<file path="src/rtl/gfx_pkg.sv">
// Shared definitions for the background line renderer: colour conversion,
// palette transparency flag, read-pipeline depth and the render FSM states.
package gfx_pkg;

    // Bit of a palette entry that marks the colour as transparent.
    localparam int TRANSP_BIT = 15;

    // Number of stages between issuing a map read and writing the pixel.
    localparam int PIPE_DEPTH = 3;

    typedef enum logic [1:0] {
        ST_IDLE  = 2'd0,
        ST_RUN   = 2'd1,
        ST_DRAIN = 2'd2
    } render_state_t;

    // RGB555 down to the RRRGGGBB line-buffer format by keeping the top bits.
    function automatic logic [7:0] rgb555_to_332(input logic [14:0] c);
        return {c[14:12], c[9:7], c[4:3]};
    endfunction

endpackage

</file>
<file path="src/rtl/tile_line_renderer_if.sv">
// Handshake and memory buses between the renderer, its sequencer and the
// tile-map / glyph / palette / line-buffer memories.
interface tile_line_renderer_if #(
    parameter int PIX_W     = 9,
    parameter int MAP_LOG2  = 6,
    parameter int TILE_LOG2 = 3,
    parameter int BPP       = 2,
    parameter int BANK_LOG2 = 1
) ();
    localparam int GFX_W = 8 + 2*TILE_LOG2 - $clog2(8/BPP);

    logic                    start;
    logic [PIX_W-1:0]        line_y;
    logic [PIX_W-1:0]        scroll_x;
    logic [PIX_W-1:0]        scroll_y;
    logic [14:0]             bg_color;
    logic                    busy;
    logic                    done;
    logic [2*MAP_LOG2-1:0]   map_addr;
    logic [7:0]              map_data;
    logic [GFX_W-1:0]        gfx_addr;
    logic [7:0]              gfx_data;
    logic [8+BPP-1:0]        pal_addr;
    logic [15:0]             pal_data;
    logic                    lb_we;
    logic [BANK_LOG2+10-1:0] lb_addr;
    logic [7:0]              lb_data;

    // Renderer side: owns every address bus and the busy/done handshake.
    modport master (
        input  start, line_y, scroll_x, scroll_y, bg_color,
        input  map_data, gfx_data, pal_data,
        output busy, done, map_addr, gfx_addr, pal_addr,
        output lb_we, lb_addr, lb_data
    );

    // Sequencer and memory side.
    modport slave (
        output start, line_y, scroll_x, scroll_y, bg_color,
        output map_data, gfx_data, pal_data,
        input  busy, done, map_addr, gfx_addr, pal_addr,
        input  lb_we, lb_addr, lb_data
    );

endinterface

</file>
<file path="src/rtl/tile_line_renderer_pix_index_sel.sv">
// Picks one pixel index out of a packed glyph byte. Pixels are stored
// MSB-first, so pixel 0 of the byte lives in bits [7:8-BPP].
module pix_index_sel #(
    parameter int BPP = 2
) (
    input  logic [7:0]     byte_i,
    input  logic [2:0]     col_i,
    output logic [BPP-1:0] idx_o
);
    localparam int          PPB   = 8 / BPP;
    localparam logic [2:0]  KMASK = 3'(PPB - 1);

    logic [2:0] k;

    // Mask the column down to its position within the byte, then shift it out.
    always_comb begin
        k     = col_i & KMASK;
        idx_o = BPP'(byte_i >> (8 - BPP * (int'(k) + 1)));
    end

endmodule

</file>
<file path="src/rtl/tile_line_renderer.sv">
// Renders one scrolled tile-map scanline into a banked line buffer, one pixel
// per clock, through map -> glyph -> palette synchronous reads.
module tile_line_renderer
    import gfx_pkg::*;
#(
    parameter int LINE_W    = 400,
    parameter int MAP_LOG2  = 6,
    parameter int TILE_LOG2 = 3,
    parameter int BPP       = 2,
    parameter int BANK_LOG2 = 1,
    parameter int PIX_W     = 9
) (
    input logic                 clk,
    input logic                 rst_n,
    tile_line_renderer_if.master bus
);
    localparam int MT    = MAP_LOG2 + TILE_LOG2;
    localparam int SUB   = $clog2(8 / BPP);
    localparam int GFX_W = 8 + 2*TILE_LOG2 - SUB;
    localparam int XW    = 10;

    render_state_t          state_q;
    logic [1:0]             drain_q;
    logic                   busy_q, done_q;
    logic [XW-1:0]          x0_q, x1_q, x2_q;
    logic                   v0_q, v1_q, v2_q;
    logic [TILE_LOG2-1:0]   ex0_q, ex1_q, ex2_q;
    logic [MT-1:0]          ey_q;
    logic [PIX_W-1:0]       sx_q;
    logic [BANK_LOG2-1:0]   bank_q;
    logic [14:0]            bg_q;
    logic [7:0]             tile2_q;
    logic [2*MAP_LOG2-1:0]  map_addr_q;
    logic                   lb_we_q;
    logic [BANK_LOG2+XW-1:0] lb_addr_q;

    logic [XW-1:0]          x_next_d;
    logic [MT-1:0]          ey_start_d, ex_start_d, ex_next_d;
    logic [8+2*TILE_LOG2-1:0] gfx_full_d;
    logic [2:0]             col_d;
    logic [BPP-1:0]         idx_d;

    // Scrolled coordinates wrap silently at the map edge.
    function automatic logic [MT-1:0] wrapCoord(input logic [PIX_W-1:0] a,
                                                input logic [PIX_W-1:0] b);
        logic [PIX_W-1:0] s;
        s = a + b;
        return MT'(s);
    endfunction

    // Next-pixel coordinates for the first and for the following map reads.
    always_comb begin
        x_next_d   = x0_q + 10'd1;
        ey_start_d = wrapCoord(bus.line_y, bus.scroll_y);
        ex_start_d = wrapCoord('0, bus.scroll_x);
        ex_next_d  = wrapCoord(PIX_W'(x_next_d), sx_q);
    end

    // Render FSM: latches the request, issues one map read per pixel, drains.
    always_ff @(posedge clk or negedge rst_n) begin
        if (!rst_n) begin
            state_q    <= ST_IDLE;
            drain_q    <= '0;
            busy_q     <= 1'b0;
            done_q     <= 1'b0;
            x0_q       <= '0;
            v0_q       <= 1'b0;
            ex0_q      <= '0;
            ey_q       <= '0;
            sx_q       <= '0;
            bank_q     <= '0;
            bg_q       <= '0;
            map_addr_q <= '0;
        end else begin
            done_q <= 1'b0;
            case (state_q)
                ST_IDLE: begin
                    if (bus.start) begin
                        state_q    <= ST_RUN;
                        busy_q     <= 1'b1;
                        v0_q       <= 1'b1;
                        x0_q       <= '0;
                        ex0_q      <= ex_start_d[TILE_LOG2-1:0];
                        ey_q       <= ey_start_d;
                        sx_q       <= bus.scroll_x;
                        bank_q     <= bus.line_y[BANK_LOG2-1:0];
                        bg_q       <= bus.bg_color;
                        map_addr_q <= {ey_start_d[MT-1:TILE_LOG2], ex_start_d[MT-1:TILE_LOG2]};
                    end
                end
                ST_RUN: begin
                    if (x0_q == XW'(LINE_W - 1)) begin
                        state_q    <= ST_DRAIN;
                        v0_q       <= 1'b0;
                        drain_q    <= '0;
                        map_addr_q <= '0;
                    end else begin
                        x0_q       <= x_next_d;
                        ex0_q      <= ex_next_d[TILE_LOG2-1:0];
                        map_addr_q <= {ey_q[MT-1:TILE_LOG2], ex_next_d[MT-1:TILE_LOG2]};
                    end
                end
                ST_DRAIN: begin
                    if (drain_q == 2'(PIPE_DEPTH - 1)) begin
                        state_q <= ST_IDLE;
                        busy_q  <= 1'b0;
                        done_q  <= 1'b1;
                    end else begin
                        drain_q <= drain_q + 2'd1;
                    end
                end
                default: state_q <= ST_IDLE;
            endcase
        end
    end

    // Read pipeline: carries valid, x and in-tile column alongside the reads.
    always_ff @(posedge clk or negedge rst_n) begin
        if (!rst_n) begin
            v1_q      <= 1'b0;
            v2_q      <= 1'b0;
            x1_q      <= '0;
            x2_q      <= '0;
            ex1_q     <= '0;
            ex2_q     <= '0;
            tile2_q   <= '0;
            lb_we_q   <= 1'b0;
            lb_addr_q <= '0;
        end else begin
            v1_q      <= v0_q;
            x1_q      <= x0_q;
            ex1_q     <= ex0_q;
            v2_q      <= v1_q;
            x2_q      <= x1_q;
            ex2_q     <= ex1_q;
            tile2_q   <= bus.map_data;
            lb_we_q   <= v2_q;
            lb_addr_q <= v2_q ? {bank_q, x2_q} : '0;
        end
    end

    assign gfx_full_d = {bus.map_data, ey_q[TILE_LOG2-1:0], ex1_q};
    assign col_d      = 3'(ex2_q);

    pix_index_sel #(.BPP(BPP)) u_pix_index_sel (
        .byte_i (bus.gfx_data),
        .col_i  (col_d),
        .idx_o  (idx_d)
    );

    assign bus.busy     = busy_q;
    assign bus.done     = done_q;
    assign bus.map_addr = map_addr_q;
    assign bus.gfx_addr = v1_q ? GFX_W'(gfx_full_d >> SUB) : '0;
    assign bus.pal_addr = v2_q ? {tile2_q, idx_d} : '0;
    assign bus.lb_we    = lb_we_q;
    assign bus.lb_addr  = lb_addr_q;
    assign bus.lb_data  = lb_we_q ? rgb555_to_332(bus.pal_data[TRANSP_BIT] ? bg_q : bus.pal_data[14:0])
                                  : 8'h00;

endmodule

</file>
<file path="src/flat_wrapper.sv">
// flat-port wrapper written by rule: the top's interface ports become plain ports
module tile_line_renderer_flat import gfx_pkg::*;
#(
    parameter int LINE_W    = 400,
    parameter int MAP_LOG2  = 6,
    parameter int TILE_LOG2 = 3,
    parameter int BPP       = 2,
    parameter int BANK_LOG2 = 1,
    parameter int PIX_W     = 9
)
  (clk, rst_n, bus_start, bus_line_y, bus_scroll_x, bus_scroll_y, bus_bg_color, bus_map_data, bus_gfx_data, bus_pal_data, bus_busy, bus_done, bus_map_addr, bus_gfx_addr, bus_pal_addr, bus_lb_we, bus_lb_addr, bus_lb_data);
  tile_line_renderer_if #(.PIX_W(PIX_W), .MAP_LOG2(MAP_LOG2), .TILE_LOG2(TILE_LOG2), .BPP(BPP), .BANK_LOG2(BANK_LOG2)) bus_i ();
  input logic clk;
  input logic rst_n;
  input wire logic [$bits(bus_i.start)-1:0] bus_start;
  input wire logic [$bits(bus_i.line_y)-1:0] bus_line_y;
  input wire logic [$bits(bus_i.scroll_x)-1:0] bus_scroll_x;
  input wire logic [$bits(bus_i.scroll_y)-1:0] bus_scroll_y;
  input wire logic [$bits(bus_i.bg_color)-1:0] bus_bg_color;
  input wire logic [$bits(bus_i.map_data)-1:0] bus_map_data;
  input wire logic [$bits(bus_i.gfx_data)-1:0] bus_gfx_data;
  input wire logic [$bits(bus_i.pal_data)-1:0] bus_pal_data;
  output wire logic [$bits(bus_i.busy)-1:0] bus_busy;
  output wire logic [$bits(bus_i.done)-1:0] bus_done;
  output wire logic [$bits(bus_i.map_addr)-1:0] bus_map_addr;
  output wire logic [$bits(bus_i.gfx_addr)-1:0] bus_gfx_addr;
  output wire logic [$bits(bus_i.pal_addr)-1:0] bus_pal_addr;
  output wire logic [$bits(bus_i.lb_we)-1:0] bus_lb_we;
  output wire logic [$bits(bus_i.lb_addr)-1:0] bus_lb_addr;
  output wire logic [$bits(bus_i.lb_data)-1:0] bus_lb_data;
  assign bus_i.start = bus_start;
  assign bus_i.line_y = bus_line_y;
  assign bus_i.scroll_x = bus_scroll_x;
  assign bus_i.scroll_y = bus_scroll_y;
  assign bus_i.bg_color = bus_bg_color;
  assign bus_i.map_data = bus_map_data;
  assign bus_i.gfx_data = bus_gfx_data;
  assign bus_i.pal_data = bus_pal_data;
  assign bus_busy = bus_i.busy;
  assign bus_done = bus_i.done;
  assign bus_map_addr = bus_i.map_addr;
  assign bus_gfx_addr = bus_i.gfx_addr;
  assign bus_pal_addr = bus_i.pal_addr;
  assign bus_lb_we = bus_i.lb_we;
  assign bus_lb_addr = bus_i.lb_addr;
  assign bus_lb_data = bus_i.lb_data;
  tile_line_renderer #(.LINE_W(LINE_W), .MAP_LOG2(MAP_LOG2), .TILE_LOG2(TILE_LOG2), .BPP(BPP), .BANK_LOG2(BANK_LOG2), .PIX_W(PIX_W)) u_core (.clk(clk), .rst_n(rst_n), .bus(bus_i));
endmodule
</file>
<file path="config.mk">
export PLATFORM = sky130hd
export DESIGN_NAME = tile_line_renderer_flat
export DESIGN_NICKNAME = d
export VERILOG_FILES = /design/src/rtl/gfx_pkg.sv /design/src/rtl/tile_line_renderer_if.sv /design/src/rtl/tile_line_renderer_pix_index_sel.sv /design/src/rtl/tile_line_renderer.sv /design/src/flat_wrapper.sv
export SDC_FILE = /design/constraint.sdc
export NUM_CORES = 1
export LEC_CHECK = 0
export ABC_CLOCK_PERIOD_IN_PS = 2150
export BUFFER_PORTS_ARGS = -buffer_cell sky130_fd_sc_hd__clkbuf_2
export CELL_PAD_IN_SITES_DETAIL_PLACEMENT = 0
export CELL_PAD_IN_SITES_GLOBAL_PLACEMENT = 1
export CORE_MARGIN = 10
export CORE_UTILIZATION = 36
export DETAILED_ROUTE_END_ITERATION = 16
export PLACE_DENSITY_LB_ADDON = 0.1
export SLEW_MARGIN = 40
export SYNTH_ARGS = -nofsm -noshare
export SYNTH_HDL_FRONTEND = slang
export SYNTH_HIERARCHICAL = 1
export SYNTH_SLANG_ARGS = --single-unit
</file>
<file path="constraint.sdc">
create_clock -name clk -period 2.15 [get_ports clk]
set_input_delay 0 -clock clk [delete_from_list [all_inputs] [get_ports clk]]
set_output_delay 0 -clock clk [all_outputs]
set_load 0.05 [all_outputs]
</file>
==> results of run 1 <==
flip-flops by register name, indices dropped and copies added (netlist names), 9 cells and up:
| name | cells |
|---|---|
| u_core/bus.map_addr | 12 |
| u_core/bus.lb_addr | 11 |
| u_core/x0_q | 10 |
| u_core/x1_q | 10 |
| u_core/x2_q | 10 |
| u_core/ey_q | 9 |
| u_core/sx_q | 9 |
stage by stage:
step | worst slack [ns] | TNS (ns) | utilization (%) | area, µm²
floorplan | 0.00187 | 0 | - | 4850
global placement | 0.00940 | 0 | 44.3 | 5840
detailed placement | -0.00818 | -0.0163 | 44.3 | 5840
CTS | 0.00351 | 0 | 48.7 | 6430
global route | -0.0893 | -0.276 | 49.4 | 6520
finish | 0.0217 | 0 | 49.4 | 6520
metal layers:
metal	wire (µm)	share of wire, %
met1	5530	44
met2	6180	49
met4	244	1.9
met3	627	5.0
met5	0	0
placed cells by master, fill, tap and decap left out, types with 2 or more instances in the layout:
cell type        n
o21bai_1         2
inv_1            9
mux4_1           2
o31ai_1          5
nor3_1           4
o211ai_1         7
nand3_1          4
xnor2_1          9
nand3_4          2
buf_4           29
o22ai_1          2
nand2_1         96
and2_1          34
o21a_1           4
o21ai_0         25
dlygate4sd3_1   28
buf_12           2
xnor2_2          2
nor2b_1          9
nor4_1           3
o21ai_1          3
clkinv_4         2
clkbuf_16        9
a31oi_1          3
xor2_1          10
clkbuf_2       117
a21o_1           4
a21o_2           2
and3_4           2
nand2b_1         2
clkinvlp_4       2
mux2i_1          8
a21oi_2          3
a211oi_1         3
nor2_1          17
ha_1            19
dfrtp_1        105
a21oi_1         17
report_power, final:
group	internal [mW]	switching (mW)	total, mW
clock network	0.795	0.747	1.54
registers	2.70	0.377	3.07
logic	1.53	2.56	4.09
repair_timing:
| action | 4_1_cts | 5_1_grt |
|---|---|---|
| buffers inserted | 0 | 0 |
| endpoints found under the hold margin | 77 | 0 |
| pin swaps | 0 | 12 |
| endpoints found under the setup margin | 3 | 5 |
| gates resized for setup | 6 | 18 |
| gates cloned | 0 | 0 |
| hold buffers | 28 | 0 |
tightest hold or removal path: cells and delay by family:
family        cells  cell delay (ns)
buf+inv           1             0.08
simple gates      2             0.27
cell type report:
class | instances | area share [%]
Clock buffer | 9 | 3.45
Clock inverter | 6 | 0.806
Multi-Input combinational cell | 328 | 33.8
Inverter | 10 | 0.614
Tap cell | 176 | 3.38
Timing Repair Buffer | 176 | 17.2
Sequential cell | 106 | 40.7
Antenna cell | 1 | 0.0384
final timing paths:
path,endpoint,slack [ns],from,cells past startpoint
worst max-delay path,u_core/bus.map_addr[5],0.02,u_core/x0_q[0],9
worst min-delay path,u_core/x0_q[9],0.03,bus_start,3
worst max register to register,u_core/bus.map_addr[5],0.02,u_core/x0_q[0],9
worst min register to register,u_core/x2_q[6],0.35,u_core/x1_q[6],0
max in group asynchronous,u_core/bus.lb_addr[8],1.31,rst_n,3
min in group asynchronous,u_core/bg_q[7],0.19,rst_n,2
==> metrics.yaml, run 1 <==
status: "finished clean"
stdcell_count: 812
die_area_um2: 18500
crit_path_cell_trace: "and3_4 > nand3_4 > xnor2_2 > ha_1 > a21o_1 > or3_1 > o21ai_2 > xnor2_1 > o211ai_1"
start_util_pct: 36.7
wire_per_inst_um: 15.5
hold_path.class: "input port to flip-flop"
arrival_ns: 2.36
whs_ns: 0.0328
finalHoldViolCount: 0
startpoint_type: "flip-flop"
endpoint_kind: "flip-flop"
syn_inst: 460
grt_pass1_vias: 4092
finalClockSkew_ns: 0.00576
crit_path_top_delay_cell: "dfrtp_1"
rows: 42
dp_cells: 768
routed_wl_mm: 12.6
cts-root-buf: "clkbuf_16"
coreArea_um2: 13200
syn-cell-area_um2: 4840
drive_gt1_share_pct: 30.1
relSlewSlack_pct: 61.0
clkTransAtPathRegs_ns: 0.07
setup_viol: 0
finalMaxSlewViolations: 0
fp.dieW_um: 136
insertion_delay_ns: 0.35
p_leak_nw: 3.22
post-route-period-util_pct: 99.0
grt_max_degree: 45
vias: 3808
clock_path_buffers: 2
path_buf_inv: 0
syn_avg_cell_area_um2: 10.5
crit_family: "simple AND/OR/NAND/NOR gates"
p_total_mw: 8.70
period_needed_ns: 2.13
regArea_um2: 2650
io_pins: 133
cellPowerDensity_nw_per_um2: 1330
via_per_inst: 4.69
gp_congestion: 0.856
drc: 0
portBuffers: 118
cp_max_fo: 3
syn_nets: 560
required_ns: 2.38
worstMarginPinSlew_ns: 0.585
antenna_left: 0
antenna_found_initial: 0
die_y_um: 136
met3_usage_pct: 2.88
gr-total-overflow: 0
max_freq_ghz: 0.470
area_growth_syn_to_layout_pct: 34.6
multi_input_area_um2: 2200
cts_max_level: 3
ir_drop_mv: 0.628
cap_violations: 0
critPathMaxStageDelay_ns: 0.38
drt_iter0_drc: 257
tritoncts: "built"
rsz0062_at_grt: "yes"
critical_path_class: "flip-flop to flip-flop"
groute.usage.overall_pct: 14.1
nFillCells: 1267
grt_util_met2_pct: 23.2
clock-sinks: 106
cts_buffers: 9
grt.busiest_layer: "met2"
firstDrtPassIters: 4
yosys_warnings: 6
met1_usage_pct: 17.6
grt_pass1_wl_mm: 20.9
dp_hpwl_mm: 9.41
nNetsFinal: 731
No activity file was read; power rests on OpenSTA's default activity.
==> inputs of run 2 (changes only) <==
CORE_ASPECT_RATIO = 1.25   (was unset)
==> run 2 against run 1 <==
Against the previous run: count of clock-buffer cells in the layout did not move; global-route usage shrank 0.89 points; fmax shrank 1.3%; the run now ends with setup timing left; largest cell class unchanged; clock skew rose by 0.0015 ns; cell area is 0.71% lower; routed wire length decreased by 5.9%; combinational power decreased by 2%; die area up 0.16%.
==> metrics.yaml, run 2 (synthesis results as in run 1) <==
status: "complete, but fails checks"
violations: "setup timing"
antenna_found_initial: 0
clock_path_buffers: 2
cap_violations: 0
r2r_cells: 9
wl_met2_mm: 5.71
io_pins: 133
nNetsFinal: 732
setup_viol: 1
grt_pass1_wl_mm: 19.8
relSlewSlack_pct: 65.7
crit_path_cell_trace: "and3_4 > nand3_2 > xnor2_2 > ha_1 > a21o_1 > or3_1 > o21ai_2 > xnor2_1 > o211ai_1"
drt_iter0_drc: 152
path_buf_inv: 0
drc: 0
firstDrtPassIters: 4
clock-sinks: 106
coreArea_um2: 13200
endpoint_kind: "flip-flop"
rsz0062_at_grt: "yes"
nFillCells: 1274
cp.depth: 9
drive_gt1_share_pct: 29.8
rows: 47
endpoint: "u_core/bus.map_addr[5]"
required_ns: 2.37
startpoint: "u_core/x0_q[0]"
routed.top_layer: "met4"
vias: 3800
dp_hpwl_mm: 8.94
ir_drop_mv: 0.668
arrival_ns: 2.38
p_total_mw: 8.71
reg2reg_to: "u_core/bus.map_addr[5]"
clkTransAtPathRegs_ns: 0.08
finalMaxSlewViolations: 0
area_growth_syn_to_layout_pct: 33.7
grt_max_degree: 50
final_cell_area_um2: 6470
crit_family: "simple AND/OR/NAND/NOR gates"
finalClockSkew_ns: 0.00725
routed_wl_mm: 11.8
final_cell_mix: "117 x clkbuf_2, 106 x dfrtp_1, 96 x nand2_1"
largest_reg_flops: 12
cts-root-buf: "clkbuf_16"
multi_input_area_um2: 2150
die_y_um: 150
antenna-diode-count: 0
antenna_left: 0
r2r_setup_slack_ns: -0.006
period_needed_ns: 2.16
wl_met1_mm: 5.10
insertion_delay_ns: 0.35
reg2reg_from: "u_core/x0_q[0]"
gp_congestion: 0.848
wl_met3_um: 857
start_util_pct: 36.6
final_common_cell: "clkbuf_2"
dpl_cell_area_um2: 5820
die_area_um2: 18500
fp.dieW_um: 124
groute.usage.overall_pct: 13.2
via_per_inst: 4.70
grt_pass1_vias: 4093
critical_path_class: "flip-flop to flip-flop"
critPathMaxStageDelay_ns: 0.38
worstHoldPathCells: 4
regArea_um2: 2650
crit_path_top_delay_cell: "dfrtp_1"
hold_path.class: "input port to flip-flop"
cts_buffers: 9
portBuffers: 118
wire_per_inst_um: 14.6
final.setup.worst_slack_ns: -0.00595
cellPowerDensity_nw_per_um2: 1340
max_freq_ghz: 0.464
gr-total-overflow: 0
post-route-period-util_pct: 100
p_leak_nw: 3.23
startpoint_type: "flip-flop"
cp_max_fo: 3
cts_max_level: 3
tritoncts: "built"
worstMarginPinSlew_ns: 0.514
finalHoldViolCount: 0
## run 2: stage by stage
step	setup WS, ns	setup TNS, ns	cells	hold WS, ns	util [%]
final	-0.00595	-0.00595	808	0.0577	48.9
after CTS	0.00183	0	808	0.0500	48.7
after global placement	-0.00470	-0.00470	762	-0.0507	44.0
after floorplan	0.00187	0	460	-0.296	-
after global routing	-0.159	-0.370	808	0.0822	48.9
after detailed placement	-0.0519	-0.0519	762	-0.0505	44.0
## run 2: how the worst min path moves through the flow
stage / startpoint / endpoint / slack, ns
2_1_floorplan: rst_n / u_core/bank_q / -0.30
3_3_place_gp: rst_n / u_core/bus.lb_addr[3] / -0.05
3_5_place_dp: rst_n / u_core/bus.lb_addr[0] / -0.05
4_1_cts: bus_scroll_y[1] / u_core/ey_q[1] / 0.05
5_1_grt: bus_scroll_y[1] / u_core/ey_q[1] / 0.08
6_report: bus_scroll_y[1] / u_core/ey_q[1] / 0.06
## run 2: what timing repair did
item / CTS / global route
hold buffers: 28 / 0
endpoints found under the setup margin: 2 / 7
setup buffers: 2 / 0
pin swaps: 2 / 1
hold endpoints to repair: 113 / 0
gates resized for setup: 7 / 9
## run 2: final cells by class
| type | count | share of cell area, % |
|---|---|---|
| flip-flops and latches | 106 | 41.0 |
| inverters | 10 | 0.618 |
| clock inverters | 7 | 1.10 |
| multi-input cells | 328 | 33.3 |
| well taps | 171 | 3.30 |
| clock buffers | 9 | 3.48 |
| repair buffers | 177 | 17.3 |
## run 2: worst min-delay path: cells and delay by family
family / cells / cell delay [ns]
buffers and inverters: 1 / 0.11
and+or+nand+nor: 2 / 0.10
adders and majority gates: 1 / 0.16
## run 2: where the power goes
group,switching (mW),leakage [nW],internal (mW),total (mW)
logic,2.51,1.78,1.51,4.02
registers,0.373,1.31,2.70,3.07
clock network,0.796,0.145,0.819,1.62
## run 2: per-layer routing
layer	GRT usage (%)	up-vias
met1	16.5	1786
met4	5.25	0
met3	2.98	14
met5	0	-
li1	-	1905
met2	21.5	95
==> inputs of run 3 (changes only) <==
REMOVE_ABC_BUFFERS = 1   (was unset)
==> run 3 against run 2 <==
Against the previous run: the run still ends with setup timing left; via count did not move; worst setup slack got worse by 0.0099 ns; clock skew rose by 0.00076 ns; combinational power rose by 4%; cell area rose by 0.79%; register-to-register slack barely moved; worst hold slack got worse by 0.013 ns; critical path depth rose by 1; largest power group unchanged; highest routed layer unchanged.
==> metrics.yaml, run 3 (synthesis results as in run 1) <==
status: "complete, but fails checks"
violations: "setup timing"
required_ns: 2.37
drt_iter0_drc: 197
nNetsFinal: 733
finalClockSkew_ns: 0.00801
portBuffers: 118
cap_violations: 0
worstHoldStart: "bus_scroll_y[1]"
cp_max_fo: 5
clkTransAtPathRegs_ns: 0.07
place_ws_ns: -0.112
dpl_cell_area_um2: 5850
endpoint_kind: "flip-flop"
largest_reg_flops: 12
gp_congestion: 0.814
critical_path_class: "flip-flop to flip-flop"
clock-sinks: 106
rsz0062_at_grt: "yes"
drive_gt1_share_pct: 30.3
die_y_um: 150
drc: 0
wire_per_inst_um: 14.7
grt_pass1_vias: 3921
p_leak_nw: 3.23
insertion_delay_ns: 0.34
groute.usage.overall_pct: 13.1
vias: 3800
firstDrtPassIters: 4
cts_buffers: 9
routed_wl_mm: 11.9
final.setup.worst_slack_ns: -0.0159
cts-root-buf: "clkbuf_16"
coreArea_um2: 13200
antenna_found_initial: 0
post-route-period-util_pct: 101
setup_viol: 1
nFillCells: 1258
reg2reg_from: "u_core/x0_q[1]"
via_per_inst: 4.70
ir_drop_mv: 0.941
final_cell_area_um2: 6530
clock_path_buffers: 2
finalHoldViolCount: 0
tritoncts: "built"
fp.dieW_um: 124
startpoint_type: "flip-flop"
worstMarginPinSlew_ns: 0.566
period_needed_ns: 2.17
start_util_pct: 36.6
finalMaxSlewViolations: 0
final_common_cell: "clkbuf_2"
antenna-diode-count: 0
p_total_mw: 8.77
io_pins: 133
die_area_um2: 18500
gr-total-overflow: 0
antenna_left: 0
dp_hpwl_mm: 8.84
arrival_ns: 2.38
rows: 47
max_freq_ghz: 0.462
cts_max_level: 3
grt_pass1_wl_mm: 19.5
hold_path.class: "input port to flip-flop"
relSlewSlack_pct: 62.3
grt_max_degree: 51
whs_ns: 0.0450
area_growth_syn_to_layout_pct: 34.7
startpoint: "u_core/x0_q[1]"
cellPowerDensity_nw_per_um2: 1340
utilization_pct: 49.3
final_cell_mix: "117 x clkbuf_2, 106 x dfrtp_1, 96 x nand2_1"
[run 3: through the flow]
stage / std cells / TNS, ns
6_report: 809 / -0.0159
3_3_place_gp: 764 / -0.0974
4_1_cts: 809 / -0.0189
3_5_place_dp: 764 / -0.191
5_1_grt: 809 / -0.402
2_1_floorplan: 444 / -0.0707
[run 3: final timing paths]
check                                              end  slack (ns)  cells past startpoint
worst max-delay path            u_core/bus.map_addr[4]       -0.02                     10
worst min-delay path                    u_core/ey_q[1]        0.05                      4
worst max register to register  u_core/bus.map_addr[4]       -0.02                     10
worst min register to register         u_core/col_d[1]        0.34                      0
max in group asynchronous               u_core/x0_q[6]        1.32                      3
min in group asynchronous       u_core/bus.map_addr[3]        0.14                      2
[run 3: final cells by class]
| type | instances | area [µm²] | area share [%] |
|---|---|---|---|
| Multi-Input combinational cell | 328 | 2190 | 33.6 |
| Clock buffer | 10 | 239 | 3.66 |
| Sequential cell | 106 | 2650 | 40.6 |
| Clock inverter | 6 | 40.0 | 0.613 |
| Tap cell | 171 | 214 | 3.28 |
| Timing Repair Buffer | 178 | 1150 | 17.6 |
| Inverter | 10 | 40.0 | 0.613 |
[run 3: critical path, cell delays in order, from the launching register on]
cell      delay [ns]
dfrtp_1         0.38
ha_2            0.21
and3_4          0.20
nand3_2         0.09
xnor2_1         0.16
ha_2            0.21
nor4_1          0.29
o21ai_1         0.12
nand2_1         0.09
xor2_1          0.18
o211ai_1        0.11
[run 3: where the power goes]
group | internal (mW) | switching [mW] | leakage [nW]
sequential | 2.70 | 0.360 | 1.31
clock | 0.818 | 0.724 | 0.139
combinational | 1.60 | 2.58 | 1.78
total | 5.11 | 3.66 | 3.23
[run 3: timing repair]
action,in CTS,in global routing
buffers inserted,1,0
hold buffers,28,0
gates resized for setup,11,12
pin swaps,0,5
endpoints found under the hold margin,67,0
setup endpoints to repair,4,8
[run 3: per-layer routing]
metal,global-route usage [%],vias to the layer above,part of all wire [%]
li1,-,1907,-
met1,16.1,1786,43
met2,22.1,95,48
met3,3.05,12,7.3
met4,3.97,0,1.6
met5,0,-,0
